File: config.mk
export PLATFORM = sky130hd
export DESIGN_NAME = uart_tx_framer
export DESIGN_NICKNAME = d
export VERILOG_FILES = /design/src/rtl/uart_tx_pkg.sv /design/src/rtl/uart_tx_bit_timer.sv /design/src/rtl/uart_tx_framer.sv
export SDC_FILE = /design/constraint.sdc
export NUM_CORES = 1
export LEC_CHECK = 0
export ABC_AREA = 1
export BUFFER_PORTS_ARGS = -buffer_cell sky130_fd_sc_hd__buf_4
export CORE_MARGIN = 2
export CORE_UTILIZATION = 55
export DETAILED_ROUTE_END_ITERATION = 8
export GPL_ROUTABILITY_DRIVEN = 1
export PLACE_DENSITY = 0.76
export SETUP_SLACK_MARGIN = 0.3
export SYNTH_ARGS = -nofsm -noshare
export SYNTH_HDL_FRONTEND = slang
export SYNTH_HIERARCHICAL = 1
export SYNTH_SLANG_ARGS = --single-unit
File: constraint.sdc
create_clock -name CLK -period 2 [get_ports CLK]
set_input_delay 0.2 -clock CLK [delete_from_list [all_inputs] [get_ports CLK]]
set_output_delay 0.2 -clock CLK [all_outputs]
set_load 0.05 [all_outputs]
File: src/rtl/uart_tx_pkg.sv
// Shared FSM state encoding and parity-type constants for the UART transmit framer.
// The StBreak state exists only when UART_TX_BREAK_EN is defined.
package uart_tx_pkg;

  typedef enum logic [2:0] {
    StIdle,
    StStart,
    StData,
    StParity,
    StStop1,
    StStop2
`ifdef UART_TX_BREAK_EN
    , StBreak
`endif
  } tx_state_e;

  localparam logic PAR_EVEN = 1'b0;
  localparam logic PAR_ODD  = 1'b1;

endpackage

File: src/rtl/uart_tx_bit_timer.sv
// Serial bit timer: counts BIT_CYCLES clocks per bit and pulses bit_done_o on the last one.
// restart_i holds the count at zero so the first bit after it gets a full period.
module uart_tx_bit_timer #(
  parameter int unsigned BIT_CYCLES = 1
) (
  input  logic CLK,
  input  logic RST,
  input  logic restart_i,
  output logic bit_done_o
);

  localparam int unsigned CntW = (BIT_CYCLES > 1) ? $clog2(BIT_CYCLES) : 1;
  localparam logic [CntW-1:0] CntLast = CntW'(BIT_CYCLES - 1);

  logic [CntW-1:0] cnt_q, cnt_d;

  assign bit_done_o = (cnt_q == CntLast);

  always_comb begin
    cnt_d = cnt_q + CntW'(1);
    if (restart_i || bit_done_o) begin
      cnt_d = '0;
    end
  end

  always_ff @(posedge CLK or posedge RST) begin
    if (RST) begin
      cnt_q <= '0;
    end else begin
      cnt_q <= cnt_d;
    end
  end

endmodule

File: src/rtl/uart_tx_framer.sv
// UART transmit framer: start bit, LSB-first payload, optional parity, 1 or 2 stop bits.
// Define UART_TX_BREAK_EN to add the BREAK_REQ port and line-break generation.
module uart_tx_framer
  import uart_tx_pkg::*;
#(
  parameter int unsigned DATA_WIDTH = 8,
  parameter int unsigned BIT_CYCLES = 1
) (
  input  logic                  CLK,
  input  logic                  RST,
  input  logic [DATA_WIDTH-1:0] P_DATA,
  input  logic                  DATA_VALID,
  input  logic                  PAR_EN,
  input  logic                  PAR_TYP,
  input  logic                  STOP2,
`ifdef UART_TX_BREAK_EN
  input  logic                  BREAK_REQ,
`endif
  output logic                  TX_OUT,
  output logic                  BUSY
);

  localparam int unsigned IdxW = $clog2(DATA_WIDTH);
  localparam logic [IdxW-1:0] IdxLast = IdxW'(DATA_WIDTH - 1);

  tx_state_e             state_q, state_d;
  logic [DATA_WIDTH-1:0] data_q, data_d;
  logic [IdxW-1:0]       idx_q, idx_d;
  logic                  par_en_q, par_en_d;
  logic                  par_typ_q, par_typ_d;
  logic                  stop2_q, stop2_d;
  logic                  tx_q, tx_d;
  logic                  restart;
  logic                  bit_done;
  logic                  par_bit;

  uart_tx_bit_timer #(
    .BIT_CYCLES(BIT_CYCLES)
  ) u_bit_timer (
    .CLK       (CLK),
    .RST       (RST),
    .restart_i (restart),
    .bit_done_o(bit_done)
  );

  assign par_bit = (^data_q) ^ (par_typ_q == PAR_ODD);

  always_comb begin
    state_d   = state_q;
    data_d    = data_q;
    idx_d     = idx_q;
    par_en_d  = par_en_q;
    par_typ_d = par_typ_q;
    stop2_d   = stop2_q;
    restart   = 1'b0;

    case (state_q)
      StIdle: begin
        restart = 1'b1;
`ifdef UART_TX_BREAK_EN
        // Break wins over a simultaneous data request, which is dropped.
        if (BREAK_REQ) begin
          state_d = StBreak;
          stop2_d = 1'b0;
        end else
`endif
        if (DATA_VALID) begin
          state_d   = StStart;
          data_d    = P_DATA;
          par_en_d  = PAR_EN;
          par_typ_d = PAR_TYP;
          stop2_d   = STOP2;
        end
      end
      StStart: begin
        if (bit_done) begin
          state_d = StData;
          idx_d   = '0;
        end
      end
      StData: begin
        if (bit_done) begin
          if (idx_q == IdxLast) begin
            state_d = par_en_q ? StParity : StStop1;
          end else begin
            idx_d = idx_q + IdxW'(1);
          end
        end
      end
      StParity: begin
        if (bit_done) begin
          state_d = StStop1;
        end
      end
      StStop1: begin
        if (bit_done) begin
          state_d = stop2_q ? StStop2 : StIdle;
        end
      end
      StStop2: begin
        if (bit_done) begin
          state_d = StIdle;
        end
      end
`ifdef UART_TX_BREAK_EN
      StBreak: begin
        restart = 1'b1;
        if (!BREAK_REQ) begin
          state_d = StStop1;
        end
      end
`endif
      default: state_d = StIdle;
    endcase

    // Line level is registered, so decode it from the state being entered.
    case (state_d)
      StStart:  tx_d = 1'b0;
      StData:   tx_d = data_q[idx_d];
      StParity: tx_d = par_bit;
`ifdef UART_TX_BREAK_EN
      StBreak:  tx_d = 1'b0;
`endif
      default:  tx_d = 1'b1;
    endcase
  end

  always_ff @(posedge CLK or posedge RST) begin
    if (RST) begin
      state_q   <= StIdle;
      data_q    <= '0;
      idx_q     <= '0;
      par_en_q  <= 1'b0;
      par_typ_q <= PAR_EVEN;
      stop2_q   <= 1'b0;
      tx_q      <= 1'b1;
    end else begin
      state_q   <= state_d;
      data_q    <= data_d;
      idx_q     <= idx_d;
      par_en_q  <= par_en_d;
      par_typ_q <= par_typ_d;
      stop2_q   <= stop2_d;
      tx_q      <= tx_d;
    end
  end

  assign TX_OUT = tx_q;
  assign BUSY   = (state_q != StIdle);

endmodule

==> run metrics, run 1 <==
core area 0.00198 sq mm; max_slew headroom 55.7%; mux contribution to synthesized area 0%; Fin Setup TNS 0 ns; commonest non-fill, non-tap cell in the layout nand2_1; starting DRC count in detailed routing 21; synthesized cell area 0.00116 sq mm; Synthesized Nets 160; Final period util 78.7%; vias per cell 5.00; FF/Latch Area 477 sq um; row cnt 16; Clock Skew 0.00659 ns; DR WL/cell 11.3 um; # DRC 0; CP arrival 1.80 ns; worst setup margin 0.427 ns; Hold Crit Class input pin to register; area fraction in compound gates after synthesis 8.09%; H-tree Lvls 1; number of I/O pins 16; GR Overflow Total 0; Syn Inst Count 145; layout cells sized above 1 about a quarter; Total Wirelength 2170 um; RSZ-0062 raised after global routing false; Final Util between 60% and 70%; Startpoint Class register; Area Overhead vs Synth 15.0%; Yosys warnings 6; final hold slack 0.0975 ns; CTS tree done; DP Wirelength 1720 um; flop2flop setup slack 0.43 ns; Fin. Hold Viols 0; fin nets 180; xor and xnor area share after synthesis 6.04%; HP Start P_DATA[2]; Final ANT Viol Nets 0; FF+latch count, synth 19; CTS root buffer clkbuf_4; minimum clock period 1.57 ns; Antenna Diode Count 0; Syn Area/Cell approximately 8.0 sq um; GP Congestion 0.906; simple-gate share of the synthesized area 33.7%; first-pass GRT wire length 3750 um; crit path kind register to register; Die Span X 49.9 um; # setup viols final 0; reg2reg path depth 13; largest family of logic cells by synthesized area simple AND/OR/NAND/NOR gates; dpl ws roughly 0.37 ns; CP Data Required Time 2.23 ns; Hold Path Sink data_q[2]; status completed; Power Density 1590 mW/mm^2; Crit Path Max Fanout 5; GRT Total Usage 19.6%; Synth top area share between 30% and 40%; highest ir drop seen on vdd 0.920 mV; synth top area cells dfrtp_1 (39%), nand2_1 (13%), nand3_1 (6.9%); Max Cap Violations 0; cts bufs inserted 3; Yosys top cell by area dfrtp_1; fmax approximately 0.64 GHz; largest net degree at the start of global routing 19; Multi-input gate area about 570 sq um; clk sinks 19; Worst-Margin Slew 0.663 ns; Clk pin slew, worst setup/hold paths between 0.1 and 0.15 ns; most frequent cells in the layout nand2_1 (39), inv_1 (18), dfrtp_1 (18); LEAKAGE 0.727 nW; Worst setup EP type register; initial antenna violation count 0; die area 0.00249 sq mm; library cells used by synthesis 27; TritonRoute pass-1 iters 4; Starting Density 58.5%; Reg2Reg Capture Point TX_OUT; Die Y-Extent 49.9 um; CTS Buffer Depth 2; vias in the first global route between 800 and 900; vias 955; Hold Path Stages 3; PortBufs 15; adder-cell share of the synthesized area roughly 1.1%; Final Max Tran Viols 0; fill count 165; Crit Reg-Reg Startpoint idx_q[0]; worst-skew pair later-pin latency 0.29 ns; register area share after synthesis 41.1%
## how the worst max path moves through the flow
| stage | from | endpoint | slack, ns | cells past startpoint |
|---|---|---|---|---|
| 2_1_floorplan | idx_q[0] | TX_OUT | 0.52 | 13 |
| 3_3_place_gp | idx_q[0] | TX_OUT | 0.46 | 13 |
| 3_5_place_dp | idx_q[0] | TX_OUT | 0.37 | 13 |
| 4_1_cts | idx_q[0] | TX_OUT | 0.36 | 13 |
| 5_1_grt | idx_q[0] | TX_OUT | 0.29 | 13 |
| 6_report | idx_q[0] | TX_OUT | 0.43 | 13 |
## synth_stat cells
cell      count
inv_1        18
a21oi_4       1
nand2_2       6
nor2_1        5
nand3_1      16
xor2_1        3
o211ai_1      1
dfrtp_1      18
o31ai_1       1
conb_1        1
nor2_4        1
o21ai_1       4
o21ai_0       1
a21oi_1       2
buf_6         1
a311o_1       1
a211oi_1      1
ha_1          1
nand3_4       2
buf_4         1
dfstp_2       1
xnor2_1       5
nand2_4       4
o211a_1       1
nand4_1       2
inv_2         7
nand2_1      40
## flip-flops by register name, indices dropped and copies added, names as in the netlist
signal,flops
data_q,8
idx_q,3
state_q,3
TX_OUT,1
par_en_q,1
par_typ_q,1
stop2_q,1
u_bit_timer/cnt_q,1
## layer usage
layer	vias up	part of all wire (%)	global-route usage, %	routed length [um]
li1	492	-	-	-
met2	21	50	34.9	1080
met5	-	0	0	0
met1	436	45	25.0	966
met4	0	2.1	5.56	46
met3	6	3.2	1.82	70
## layout make-up
cell class / count / area share, %
flip-flops and latches: 19 / 35.7
multi-input cells: 99 / 43.0
clock buffers: 4 / 1.97
repair buffers: 17 / 9.76
well taps: 27 / 2.53
inverters: 25 / 7.04
## per-stage QoR
stage | power (mW) | cell area (sq um) | instances
after CTS | 2.11 | 1320 | 190
after floorplan | 1.68 | 1160 | 145
final | 2.12 | 1330 | 191
after global routing | 2.32 | 1330 | 191
after global placement | 1.87 | 1290 | 185
after detailed placement | 1.92 | 1290 | 185
## cell families after synthesis
logic type / count (synthesis)
and+or+nand+nor: 76
buffers and inverters: 27
DFF: 19
AOI/OAI and AO/OA: 13
xor gates and xnor gates: 8
adders and majority gates: 1
other: 1
## report_power, final
group	switching, mW	internal [mW]
registers	0.145	0.558
clock network	0.110	0.0774
logic	0.750	0.477
total	1.00	1.11
## what timing repair did
action                                 4_1_cts  5_1_grt
gates resized for setup                      0        1
setup buffers                                0        1
endpoints found under the hold margin        1        0
setup endpoints to repair                    0        1
hold buffers                                 1        0
## critical path, cell delays in order (launching register included)
cell and delay, ns:
dfrtp_1 0.43, ha_1 0.24, nand2_2 0.11, nand2_1 0.07
nand2_1 0.08, nand2_2 0.06, nand2_4 0.08, nand2_4 0.06
nand2_1 0.06, nand3_1 0.06, nand2_1 0.06, nand2_1 0.05
nand3_1 0.08, nand3_1 0.07
(Power assumes the default switching activity.)
==> run 2: changes to the inputs <==
Settings changed: ABC_AREA 1 to 0, CORE_UTILIZATION 55 to 50, PLACE_DENSITY 0.76 to 0.73.
Clock period 2 ns to 1.27 ns, I/O delays scaled along.
==> run metrics, run 2 <==
status finished with violations; failing checks setup timing; CTS root buffer clkbuf_4; commonest non-fill, non-tap cell in the layout buf_4; Syn Area/Cell 10.9 sq um (+36%); CP arrival 2.25 ns (+0.45 ns); Post-synth EDFFs 0 (unchanged); Yosys warnings 6 (unchanged); core area 0.00215 sq mm (+8.4%); Post-synth ARST share 100% (unchanged); vias in the first global route 993 (+13%); Die Span X 51.1 um (+2.3%); Final Util 79.5% (+12 points); LEAKAGE 0.814 nW (+12%); RSZ-0062 raised after global routing true; Max Cap Violations 0 (unchanged); register area share after synthesis 43.0% (+1.9 points); number of I/O pins 16 (unchanged); Synthesized Nets 117 (-27%); post-route design area 0.00171 sq mm (+28%); Clk pin slew, worst setup/hold paths 0.10 ns (about the same); leading registers by flop count data_q (8), idx_q (3), state_q (3); cts bufs inserted 3 (unchanged); highest ir drop seen on vdd 2.03 mV (+120%); Area Overhead vs Synth 54.1%; most frequent cells in the layout buf_4 (40), dfrtp_1 (17), mux2_4 (10), buf_6 (10), inv_1 (6); H-tree Lvls 1 (unchanged); initial antenna violation count 0 (unchanged); GRT Total Usage 26.2% (+6.6 points); TritonRoute pass-1 iters 4 (unchanged); crit path kind register to register; clk sinks 19 (unchanged); DR WL/cell 15.5 um (+37%); first-pass GRT wire length 4910 um (+31%); Antenna Diode Count 0 (unchanged); fill count 152 (-7.9%); Critical path origin u_bit_timer/cnt_q; Starting Density 51.6% (-6.9 points); Fin. Hold Viols 0 (unchanged); PortBufs 15 (unchanged); synthesized cell area 0.00111 sq mm (-4.4%); Clock Skew 0.000723 ns (-0.00587 ns); Syn Inst Count 102 (-30%); dpl cell area 0.00147 sq mm (+14%); layout cells sized above 1 59.1% (+33 points); row cnt 17 (+1); largest net degree at the start of global routing 12 (-7); worst setup margin -0.745 ns (-1.17 ns); vias per cell 5.31 (+6.3%); die area 0.00261 sq mm (+4.7%); fin nets 170 (-5.6%); GR Overflow Total 0 (unchanged); Power Density 2630 mW/mm^2 (+66%); Final Max Tran Viols 0 (unchanged); Pwr Total 4.50 mW (+110%); minimum clock period 2.01 ns (+0.442 ns); count leader, synth dfrtp_1; Worst setup EP type register; Crit Path Max Fanout 5 (unchanged); Synth top area share 40.6% (+1.8 points); Hold Crit Class input pin to register; CTS Buffer Depth 2 (unchanged); fmax 0.496 GHz (-22%); library cells used by synthesis 44 (+63%); Die Y-Extent 51.1 um (+2.3%); CTS tree done; # DRC 0 (unchanged); synth top area cells dfrtp_1 (41%), mux2_1 (10%), xnor2_1 (3.2%); DP Wirelength 1920 um (+12%); CP Data Required Time 1.50 ns (-0.73 ns); starting DRC count in detailed routing 11 (-48%); FF+latch count, synth 19 (unchanged); Final period util 159% (+80 points); vias 967 (+1.3%); Yosys top cell by area dfrtp_1; worst-skew pair later-pin latency 0.30 ns (about the same); register name with the most flops data_q; Main synth FF type dfrtp_1; HP Start P_DATA[6]; Crit Reg-Reg Startpoint u_bit_timer/cnt_q; # setup viols final 19 (+19); Startpoint Class register; Largest register FFs 8 (unchanged); GP Congestion 0.791 (-13%); Final ANT Viol Nets 0 (unchanged); synth cell count leaders dfrtp_1 (18), mux2_1 (10), inv_1 (6), o21ai_0 (6); Total Wirelength 2820 um (+30%)
[run 2: changes by cell type after synthesis, sizes merged, moves of 3 or more]
cell	previous run	this run
nand3	18	0
nor2	6	2
or3	0	3
nand2	50	3
nand2b	0	4
inv	25	8
o21ai	5	8
clkbuf	0	3
mux2	0	10
[run 2: layout make-up]
type	count	area (sq um)	area share (%)
Tap cell	28	35.0	2.05
Inverter	8	32.5	1.90
Sequential cell	19	478	28.0
Timing Repair Buffer	52	438	25.6
Clock buffer	4	26.3	1.54
Multi-Input combinational cell	71	698	40.9
[run 2: power breakdown]
group	leakage, nW	total (mW)	switching (mW)	internal [mW]
Clock	0.0150	0.309	0.187	0.122
Combinational	0.570	3.10	1.29	1.81
Sequential	0.230	1.08	0.194	0.890
[run 2: stage by stage]
step | TNS, ns | std cells | hold slack, ns | setup WS [ns]
global placement | -6.03 | 165 | -0.00749 | -0.676
detailed placement | -6.40 | 165 | -0.00300 | -0.743
global route | -7.59 | 182 | 0.0269 | -0.816
CTS | -6.22 | 177 | 0.0315 | -0.713
floorplan | -6.26 | 102 | -0.144 | -0.756
finish | -6.72 | 182 | 0.0344 | -0.745
[run 2: kinds of logic (layout without fill, tap and decap cells)]
kind of cell	Yosys count	after routing	synth area share, %
xor+xnor	7	7	6.77
buf+inv	13	64	4.85
fa+ha+maj	1	1	1.13
mux	11	11	11.1
flops	19	19	43.0
compound gates	26	26	17.5
simple gates	24	25	15.3
other cells	1	1	0.338
[run 2: critical path: stages (launching register included)]
cell,delay (ns)
dfrtp_1,0.38
inv_1,0.06
or3b_4,0.41
or3_4,0.40
a21oi_4,0.16
buf_4,0.15
a221oi_1,0.05
o21a_1,0.19
o211ai_2,0.15
[run 2: worst paths after layout]
path / slack, ns / depth (start not counted) / end
setup / recovery: -0.74 / 8 / TX_OUT
hold / removal: 0.03 / 3 / data_q[6]
setup reg to reg: -0.74 / 8 / TX_OUT
hold reg to reg: 0.55 / 1 / par_en_q
max in group asynchronous: 0.48 / 4 / data_q[7]
min in group asynchronous: 0.23 / 3 / u_bit_timer/cnt_q
[run 2: per-layer routing]
| layer | global-route usage [%] | share of wire, % | vias up |
|---|---|---|---|
| li1 | - | - | 466 |
| met1 | 33.8 | 44 | 462 |
| met2 | 42.0 | 50 | 27 |
| met3 | 4.68 | 2.5 | 12 |
| met4 | 13.5 | 3.6 | 0 |
| met5 | 0 | 0 | - |
[run 2: what timing repair did]
item                                    in CTS  in global routing
endpoints found under the setup margin      20                 20
setup buffers                                6                  5
gates resized for setup                     23                  9
endpoints found under the hold margin        7                  0
pin swaps                                   14                  7
gates cloned                                 1                  0
hold buffers                                 1                  0
